**src/rtl/instr_fetch_controller.sv**
```systemverilog
// Instruction fetch sequencer: drives the PC into an async-read instruction memory,
// buffers returned words in a small prefetch queue and hands them to decode via valid/ready.
module instr_fetch_controller #(
  parameter int unsigned   N         = 32,
  parameter int unsigned   M         = 1024,
  parameter int unsigned   DEPTH     = 2,
  parameter int unsigned   RESET_PC  = 0,
  parameter logic [N-1:0]  HALT_WORD = N'(32'hFFFF_FFFF)
) (
  input  logic         clk,
  input  logic         rst,
  input  logic         start,
  output logic [N-1:0] imem_address,
  input  logic [N-1:0] imem_data,
  output logic         instr_valid,
  input  logic         instr_ready,
  output logic [N-1:0] instr_data,
  output logic [N-1:0] instr_pc,
  input  logic         redirect_valid,
  input  logic [N-1:0] redirect_pc,
  output logic         halted
);

  localparam int unsigned PTR_W = (DEPTH > 1) ? $clog2(DEPTH) : 1;
  localparam int unsigned CNT_W = $clog2(DEPTH + 1);

  typedef enum logic [1:0] {
    S_IDLE    = 2'd0,
    S_FETCH   = 2'd1,
    S_HALTED  = 2'd2
  } state_e;

  state_e             state_q, state_d;
  logic [N-1:0]       pc_q, pc_d;
  logic [CNT_W-1:0]   cnt_q, cnt_d;
  logic [PTR_W-1:0]   wr_ptr_q, wr_ptr_d;
  logic [PTR_W-1:0]   rd_ptr_q, rd_ptr_d;
  logic [N-1:0]       q_data_q [DEPTH];
  logic [N-1:0]       q_data_d [DEPTH];
  logic [N-1:0]       q_pc_q   [DEPTH];
  logic [N-1:0]       q_pc_d   [DEPTH];

  logic pop_c;
  logic push_c;

  function automatic logic [PTR_W-1:0] ptr_inc(input logic [PTR_W-1:0] p);
    return (p == PTR_W'(DEPTH - 1)) ? '0 : p + PTR_W'(1);
  endfunction

  // Redirect suppresses both queue ports; a full queue may still push if the head leaves.
  assign pop_c  = (cnt_q != '0) && instr_ready && !redirect_valid;
  assign push_c = (state_q == S_FETCH) && (pc_q < N'(M)) && !redirect_valid &&
                  ((cnt_q < CNT_W'(DEPTH)) || pop_c);

  always_comb begin
    state_d  = state_q;
    pc_d     = pc_q;
    cnt_d    = cnt_q;
    wr_ptr_d = wr_ptr_q;
    rd_ptr_d = rd_ptr_q;
    q_data_d = q_data_q;
    q_pc_d   = q_pc_q;

    if (redirect_valid) begin
      cnt_d    = '0;
      wr_ptr_d = '0;
      rd_ptr_d = '0;
      pc_d     = redirect_pc;
      if (state_q != S_IDLE) begin
        state_d = (redirect_pc < N'(M)) ? S_FETCH : S_HALTED;
      end
    end else begin
      if ((state_q == S_IDLE) && start) begin
        state_d = S_FETCH;
      end

      if (push_c) begin
        q_data_d[wr_ptr_q] = imem_data;
        q_pc_d[wr_ptr_q]   = pc_q;
        wr_ptr_d           = ptr_inc(wr_ptr_q);
        pc_d               = pc_q + N'(1);
        // The halt word is still enqueued so decode sees it.
        if ((imem_data == HALT_WORD) || (pc_q == N'(M - 1))) begin
          state_d = S_HALTED;
        end
      end

      if (pop_c) begin
        rd_ptr_d = ptr_inc(rd_ptr_q);
      end

      case ({push_c, pop_c})
        2'b10:   cnt_d = cnt_q + CNT_W'(1);
        2'b01:   cnt_d = cnt_q - CNT_W'(1);
        default: cnt_d = cnt_q;
      endcase
    end
  end

  always_ff @(posedge clk) begin
    if (!rst) begin
      state_q  <= S_IDLE;
      pc_q     <= N'(RESET_PC);
      cnt_q    <= '0;
      wr_ptr_q <= '0;
      rd_ptr_q <= '0;
      for (int i = 0; i < int'(DEPTH); i++) begin
        q_data_q[i] <= '0;
        q_pc_q[i]   <= '0;
      end
    end else begin
      state_q  <= state_d;
      pc_q     <= pc_d;
      cnt_q    <= cnt_d;
      wr_ptr_q <= wr_ptr_d;
      rd_ptr_q <= rd_ptr_d;
      q_data_q <= q_data_d;
      q_pc_q   <= q_pc_d;
    end
  end

  // Head outputs come straight from queue storage, forced to zero when empty.
  assign imem_address = pc_q;
  assign instr_valid  = (cnt_q != '0);
  assign instr_data   = instr_valid ? q_data_q[rd_ptr_q] : '0;
  assign instr_pc     = instr_valid ? q_pc_q[rd_ptr_q]   : '0;
  assign halted       = (state_q == S_HALTED) && (cnt_q == '0);

endmodule

```
**config.mk**
```make
export PLATFORM = sky130hd
export DESIGN_NAME = instr_fetch_controller
export DESIGN_NICKNAME = d
export VERILOG_FILES = /design/src/rtl/instr_fetch_controller.sv
export SDC_FILE = /design/constraint.sdc
export NUM_CORES = 1
export LEC_CHECK = 0
export ABC_AREA = 1
export CAP_MARGIN = 20
export CORE_AREA = 8 8 152 154
export DETAILED_ROUTE_END_ITERATION = 6
export DIE_AREA = 0 0 160 162
export SYNTH_ARGS = -nofsm -noshare
export SYNTH_HDL_FRONTEND = slang
export SYNTH_SLANG_ARGS = --single-unit
```
**constraint.sdc**
```tcl
create_clock -name clk -period 2.1 [get_ports clk]
set_input_delay 0.315 -clock clk [delete_from_list [all_inputs] [get_ports clk]]
set_output_delay 0.315 -clock clk [all_outputs]
set_load 0.01 [all_outputs]
```
* Word level (Yosys, flattened, before mapping) *
Index checks and enable logic that the tools add are counted.

word-level totals
  output and inout port bits = 98
  register bits = 166
  word-level logic and storage cells = 73
  input bits = 69

operators by class
  magnitude comparators = 6
  bitwise gates (word level) = 4
  multiplexer cells = 23
  add/sub/neg operators = 5
  eq/ne operators = 7
  reduce and logical (&&, ||, !) cells = 19

operators by type and width
  kind                                                          number
  2-to-1 mux 32 bit                                             11
  bitwise mux 64 bit                                            2
  less-than comparator 32 x 11 -> 1 bit, second input constant  2
  adder 32 x 1 -> 32 bit, second input constant                 1
  demux 32 bit (select 1 bit)                                   1
  equality test 32 x 10 -> 1 bit, second input constant         1
  equality test 32 bit, second input constant                   1
  2-to-1 mux 2 bit                                              6
  logical AND 1 bit                                             8
  nonzero test 2 bit                                            4
  equality test 2 x 1 -> 1 bit, second input constant           2
  equality test 2 bit, second input constant                    2
  >= comparator 2 bit, second input constant                    2
  zero test 2 bit                                               2
  inverter 1 -> 2 bit                                           2
  one-hot mux 2 bit (2 select lines)                            1
  adder 1 bit, second input constant                            2
  adder 2 x 1 -> 2 bit, second input constant                   1
  logical OR 1 bit                                              2
  less-than comparator 2 x 1 -> 1 bit, second input constant    1
  less-than comparator 2 bit, second input constant             1
  2-to-1 mux 1 bit                                              2
  inequality test 2 x 1 -> 1 bit, second input constant         1
  inverter 1 bit                                                2
  other kinds (4)                                               4

* Depth between registers and ports, before layout *
Gate-level depths: netlist of run 1.

  word-level depth = 7
  depth in mapped cells = 14
  gate-level depth less buffers = 12

* Least setup slack after synthesis of run 1 *
Ideal clock, no wire load.

  path type = register to register
  start = reg pc_q[28] (netlist: imem_address[28])
  end = reg cnt_q[1]
  path slack = 0.238 ns
  stages on the path, launching flop included = 13
  arrival time = 1.746 ns
  path buffers = 2
  setup time = 0.116 ns
  clock period less this slack = 1.862 ns
  required time = 1.984 ns
  path through = dfxtp_1 -> nor2_1 -> nand2_1 -> nor2_1 -> nand2_1 -> nor2_2 -> buf_6 -> inv_1 -> buf_2 -> ha_1 -> nor2_1 -> and3_1 -> nor3_1

on the way
  cells in the longest elaborated chain, start to end = 6
  elaborated cells on any way between the ends = 8
  classes of those cells = order compare: 1; eq/ne: 2; mux: 1; reduce/logical: 4

RTL lines
  item                                                                      RTL line  text
  start, declared                                                           34        logic [N-1:0] pc_q, pc_d;
  start signal, assigned                                                    103       pc_q <= N'(RESET_PC);
  start signal, assigned                                                    113       pc_q <= pc_d;
  less-than comparator 32 x 11 -> 1 bit (*)                                 52        assign push_c = (state_q == S_FETCH) && (pc_q < N'(M)) && !redirect_valid &&
  logical AND 1 bit (*) (3 in a row)                                        52
  equality test 2 x 1 -> 1 bit or equality test 2 bit (tied branches)       92        case ({push_c, pop_c})
  one-hot mux 2 bit (2 select lines) or nonzero test 2 bit (tied branches)  n/a
  end signal, assigned                                                      114       cnt_q <= cnt_d;
  end, declared                                                             35        logic [CNT_W-1:0] cnt_q, cnt_d;

Every way passes the cells marked *; elsewhere a longest branch is shown, timed or not.
A chain may end at the register's enable or synchronous reset.

* Worst setup path after layout of run 1 *
  start = reg rd_ptr_q
  end = out instr_pc[12]

on the way
  cells in the longest elaborated chain, start to end = 5

RTL lines
  item                                                  RTL line  text
  start, declared                                       37        logic [PTR_W-1:0] rd_ptr_q, rd_ptr_d;
  start signal, assigned                                116       rd_ptr_q <= rd_ptr_d;
  inverter 1 -> 2 bit (not written as such)             126       assign instr_pc = instr_valid ? q_pc_q[rd_ptr_q] : '0;
  2-to-1 mux 32 bit (not written as such) (3 in a row)  126
  2-to-1 mux 32 bit                                     126
  end, declared                                         18        output logic [N-1:0] instr_pc,

No other way between the ends. The select of a mux whose other input is x is not followed.

==> results.toml, run 1 <==
[run_status]
status = "finished clean"

[logic_synthesis]
synthFlopType = "dfxtp_1"
synth_cell_types = 30
yosysSeqAreaShare_pct = 46.7
synth-seq-cells = 166
syn_area_per_cell_um2 = 7.27
async_flop_share_pct = 0
synthesis.area_um2 = 7120
yosysWarnings = 0
syn-num-nets = 1050
yosysTopAreaCell = "dfxtp_1"
yosysMostFrequentCell = "nand2_1"
yosys-top-cells-area = "dfxtp_1 47%, nand2_1 11%, a21oi_1 11%"
synth.top_cell.area_share_pct = 46.7
synth_edf_count = 0
synthTopCellsByCount = "206 x nand2_1, 166 x dfxtp_1, 153 x a21oi_1"
syn_inst = 979

[routing]
dr.pass1.iters = 5
viasPerCell = 4.81
drt_iter0_drc = 386
wirelength_um = 21100
num_vias = 6808
drc = 0
ant_nets = 0
wl_per_cell_um = 14.9

[critical_path]
endpoint_kind = "primary output"
slowest_delay_ps = 410
criticalPathCategory = "reg2out"
start_kind = "flip-flop"
critical_path_peak_fanout = 16
slowest_stage = "dfxtp_4"
crit_arrival_ps = 1700
required_ps = 1780
worstPathCellList = "bufbuf_16, nand2_1, a21oi_1, dlygate4sd2_1"

[floorplanning]
die_x_um = 160
io_pins = 167
die_area_um2 = 25900
start_util_pct = 34.4
rows = 53
fp.dieH_um = 162
core_um2 = 20700

[final_layout]
multi_input_area_um2 = 3050
drive_above_1_share_pct = 9.39
areaGrowthSynthToFinish_pct = 37.3
fillers = 2126
antenna_cells = 0
seqCellArea_um2 = 3330
nets = 1198
final_cells = 1415

[timing]
hold_viol = 0
slew_viol_final = 0
max_slew_margin_pct = 66.2
worst_slew_pin_slew_ps = 507
min_period_ps = 2010
finalWorstSetupSlack_ps = 87.2
setup_violations = 0
fmax_ghz = 0.497
fin_skew_ps = 10.5
min_period_over_period_pct = 95.8

[place]
dp.cells = 1380
io_buffer_count = 166
dpl.hpwl_um = 14200
place_ws_ps = -55.4
gp_congestion = 0.778

[cts]
tritoncts = "done"
root_buffer = "clkbuf_16"
clkLatencyLatePin_ps = 430
clk_pin_slew_ps = 60
cts_hold_buf = 0
htreeDepth = 4
clockBufferDepth = 2
cts_inserted_buffers = 17
clock-sinks = 166

[pwr]
p_leak_nw = 4.24
power_density_nw_per_um2 = 699
irDropWorstVdd_mv = 0.539

[global_route]
grt_pass1_wl_um = 34500
grt_usage_pct = 16.2
overflow = 0
antenna_found_initial = 0
grt_pass1_vias = 6529
grt_max_degree = 80

[job]
drv_cap = 0

[min_path]
hp-class = "in2reg"
==> cells in the final DEF (no fill, tap or decap), types with 7 or more instances in the layout <==
cell type        instances
a21oi_1                153
clkdlybuf4s50_1         99
nand3_1                 82
o21ai_1                 29
buf_12                  13
xor2_1                   7
buf_4                   19
a21oi_2                 29
o21ai_0                 61
nor2_1                  38
clkbuf_16               18
dfxtp_1                163
inv_1                  106
dlygate4sd2_1           62
nand2_1                206
==> worst max-delay path: cells and delay by family, from the launching register on <==
kind / cells / cell delay (ps)
buffers and inverters: 2 / 620
DFF: 1 / 410
AOI/OAI and AO/OA: 1 / 200
and+or+nand+nor: 1 / 60
==> cell families after synthesis <==
group,share of synthesized area (%)
adders and majority gates,0.351
DFF,46.7
AOI/OAI and AO/OA,21.3
xor gates and xnor gates,0.861
buffers and inverters,10.6
and+or+nand+nor,20.2
==> through the flow <==
stage	setup TNS (ps)	util (%)	power, mW	cell area [µm²]	hold slack (ps)
final	0	47.2	6.83	9770	432
after global routing	-0.0318	47.2	7.11	9770	433
after CTS	0	47.1	6.92	9740	415
after detailed placement	-727	44.4	3.78	9190	446
after global placement	-377	44.4	3.78	9190	443
after floorplan	0	-	3.49	7120	432
==> worst paths after layout <==
check	start	to	slack, ps	depth (start not counted)
setup / recovery	rd_ptr_q	instr_pc[12]	90	4
hold / removal	rst	q_data_q[14]	430	4
setup reg to reg	imem_address[14]	q_pc_q[37]	290	11
hold reg to reg	q_pc_q[21]	q_pc_q[21]	450	2
==> registers in the layout (all words and copies together) (netlist names) <==
register	cells
wr_ptr_q	1
imem_address	32
state_q	2
q_data_q	64
q_pc_q	64
rd_ptr_q	1
cnt_q	2
==> timing repair <==
action	in CTS	in global routing
setup buffers	0	1
hold endpoints to repair	0	0
pin swaps	0	1
endpoints found under the setup margin	66	4
gates cloned	1	1
resized for setup	70	5
==> report_power, final <==
| part | switching, mW | internal [mW] |
|---|---|---|
| registers | 0.0362 | 3.18 |
| clock network | 1.33 | 1.79 |
| logic | 0.238 | 0.242 |
==> metal layers <==
| metal | track usage, % | part of all wire (%) |
|---|---|---|
| met5 | 0 | 0 |
| met4 | 4.25 | 0.83 |
| met3 | 5.97 | 8.2 |
| met2 | 24.6 | 44 |
| met1 | 21.3 | 47 |
==> final cells by class <==
cell class / count / area share [%]
Clock inverter: 14 / 1.54
Inverter: 110 / 4.26
Multi-Input combinational cell: 632 / 31.2
Sequential cell: 166 / 34.1
Clock buffer: 18 / 4.49
Tap cell: 275 / 3.52
Timing Repair Buffer: 200 / 20.9
Note: power is estimated with default switching activity, not from simulation.
==> inputs of run 2 (changes only) <==
Settings changed: CORE_AREA 8 8 152 154 to 8 8 143 145, DIE_AREA 0 0 160 162 to 0 0 151 153, PLACE_DENSITY set to 0.68.
Clock period 2.1 ns to 1.8 ns, I/O delays scaled along.
==> results.toml, run 2 (synthesis gave the netlist of run 1 again) <==
[floorplanning]
fp.dieH_um = 153
start_util_pct = 39.0
core_um2 = 18300
io_pins = 167
die_area_um2 = 23100
die_x_um = 151
rows = 50

[final_layout]
nets = 1254
areaGrowthSynthToFinish_pct = 50.9
multi_input_area_um2 = 3410
final_cells = 1429
antenna_cells = 0
mostFrequentLayoutCell = "nand2_1"
drive_above_1_share_pct = 25.4
utilization_pct = 58.8
fillers = 1637
seqCellArea_um2 = 3330
layout_common_cells = "182 x nand2_1, 161 x dfxtp_1, 107 x a21oi_1"

[cts]
cts_inserted_buffers = 17
clkLatencyLatePin_ps = 420
root_buffer = "clkbuf_16"
tritoncts = "done"
cts_hold_buf = 0
clk_pin_slew_ps = 60
htreeDepth = 4
clock-sinks = 166
clockBufferDepth = 2

[critical_path]
required_ps = 1530
reg2reg_from = "imem_address[14]"
slowest_delay_ps = 460
start_kind = "flip-flop"
critical_path_peak_fanout = 12
endpoint_kind = "primary output"
cp_common_cell = "buf_12"
critPathBufInv = 4
criticalPathCategory = "reg2out"
crit_arrival_ps = 1570
worstPathCellList = "clkinv_8, buf_12, buf_12, nand2_1, a21oi_2, buf_2"
slowest_stage = "dfxtp_4"
cp_top_family = "buffers and inverters"
cp-startpoint = "rd_ptr_q"

[place]
dp.cells = 1363
dpl.hpwl_um = 13800
gp_congestion = 0.795
place_ws_ps = -285
io_buffer_count = 166

[routing]
drt_iter0_drc = 485
wirelength_um = 23500
num_vias = 7234
dr.pass1.iters = 5
drc = 0
viasPerCell = 5.06
ant_nets = 0
wl_per_cell_um = 16.4

[pwr]
p_leak_nw = 4.70
design_power_total_mw = 8.00
power_density_nw_per_um2 = 744
irDropWorstVdd_mv = 0.667

[timing]
whs_ps = 241
min_period_ps = 1840
slew_viol_final = 0
finalWorstSetupSlack_ps = -38.8
fin_skew_ps = 5.10
max_slew_margin_pct = 73.8
setup_violations = 25
hold_viol = 0
min_period_over_period_pct = 102
fmax_ghz = 0.544
worst_slew_pin_slew_ps = 390
rsz0062_at_grt = "true"

[min_path]
hp-class = "in2reg"
hp-start = "rst"

[global_route]
overflow = 0
grt_usage_pct = 18.9
grt_pass1_wl_um = 35500
grtUsageMet1_pct = 24.6
grt_max_degree = 63
gr-usage-met2_pct = 29.3
grt-busiest-layer = "met2"
antenna_found_initial = 0
grt_pass1_vias = 6903
use_met3_pct = 5.93

[job]
drv_cap = 0

[run_status]
status = "finished, violations left"
violations = "setup timing"
run 2: changes by cell type in the layout (fill, tap and decap cells not counted), sizes merged, moves of 3 or more:
cell and change:
buf +109, dlygate4sd2 -61, clkbuf +16, inv -4
clkinv -3
run 2: worst paths after layout:
check                               endpoint  slack (ps)  cells past startpoint
worst max-delay path            instr_pc[18]         -40                      6
worst min-delay path              q_pc_q[59]         240                      3
worst max register to register    q_pc_q[33]         170                     11
worst min register to register    q_pc_q[14]         450                      2
run 2: timing repair:
item / 4_1_cts / 5_1_grt
gates cloned: 8 / 12
gates resized for setup: 307 / 95
hold endpoints to repair: 0 / 0
pin swaps: 2 / 17
buffers inserted: 11 / 6
endpoints found under the setup margin: 67 / 131
run 2: cell type report:
| class | instances | area share [%] |
|---|---|---|
| well taps | 234 | 2.72 |
| flip-flops and latches | 166 | 31.0 |
| multi-input cells | 632 | 31.7 |
| inverters | 110 | 4.12 |
| repair inverters | 1 | 0.0815 |
| clock inverters | 7 | 0.885 |
| clock buffers | 24 | 4.58 |
| repair buffers | 255 | 24.9 |
run 2: layer usage:
metal | part of all wire [%] | vias up
met3 | 8.3 | 30
met1 | 45 | 3335
li1 | - | 3610
met4 | 1.6 | 0
met5 | 0 | -
met2 | 45 | 259
run 2: worst min-delay path, cell delays in order:
cell and delay, ps:
buf_4 200, nand3_1 110, inv_1 40
run 2: metrics by stage:
stage / TNS, ps / area (µm²)
after floorplan: 0 / 7140
after global placement: -21710 / 9340
after detailed placement: -23580 / 9340
after CTS: -937 / 10100
after global routing: -3300 / 10700
final: -465 / 10700
run 2: where the power goes:
group          switching [mW]  internal, mW  total, mW
logic                   0.293         0.315      0.608
clock network            1.45          2.18       3.63
registers              0.0381          3.72       3.75
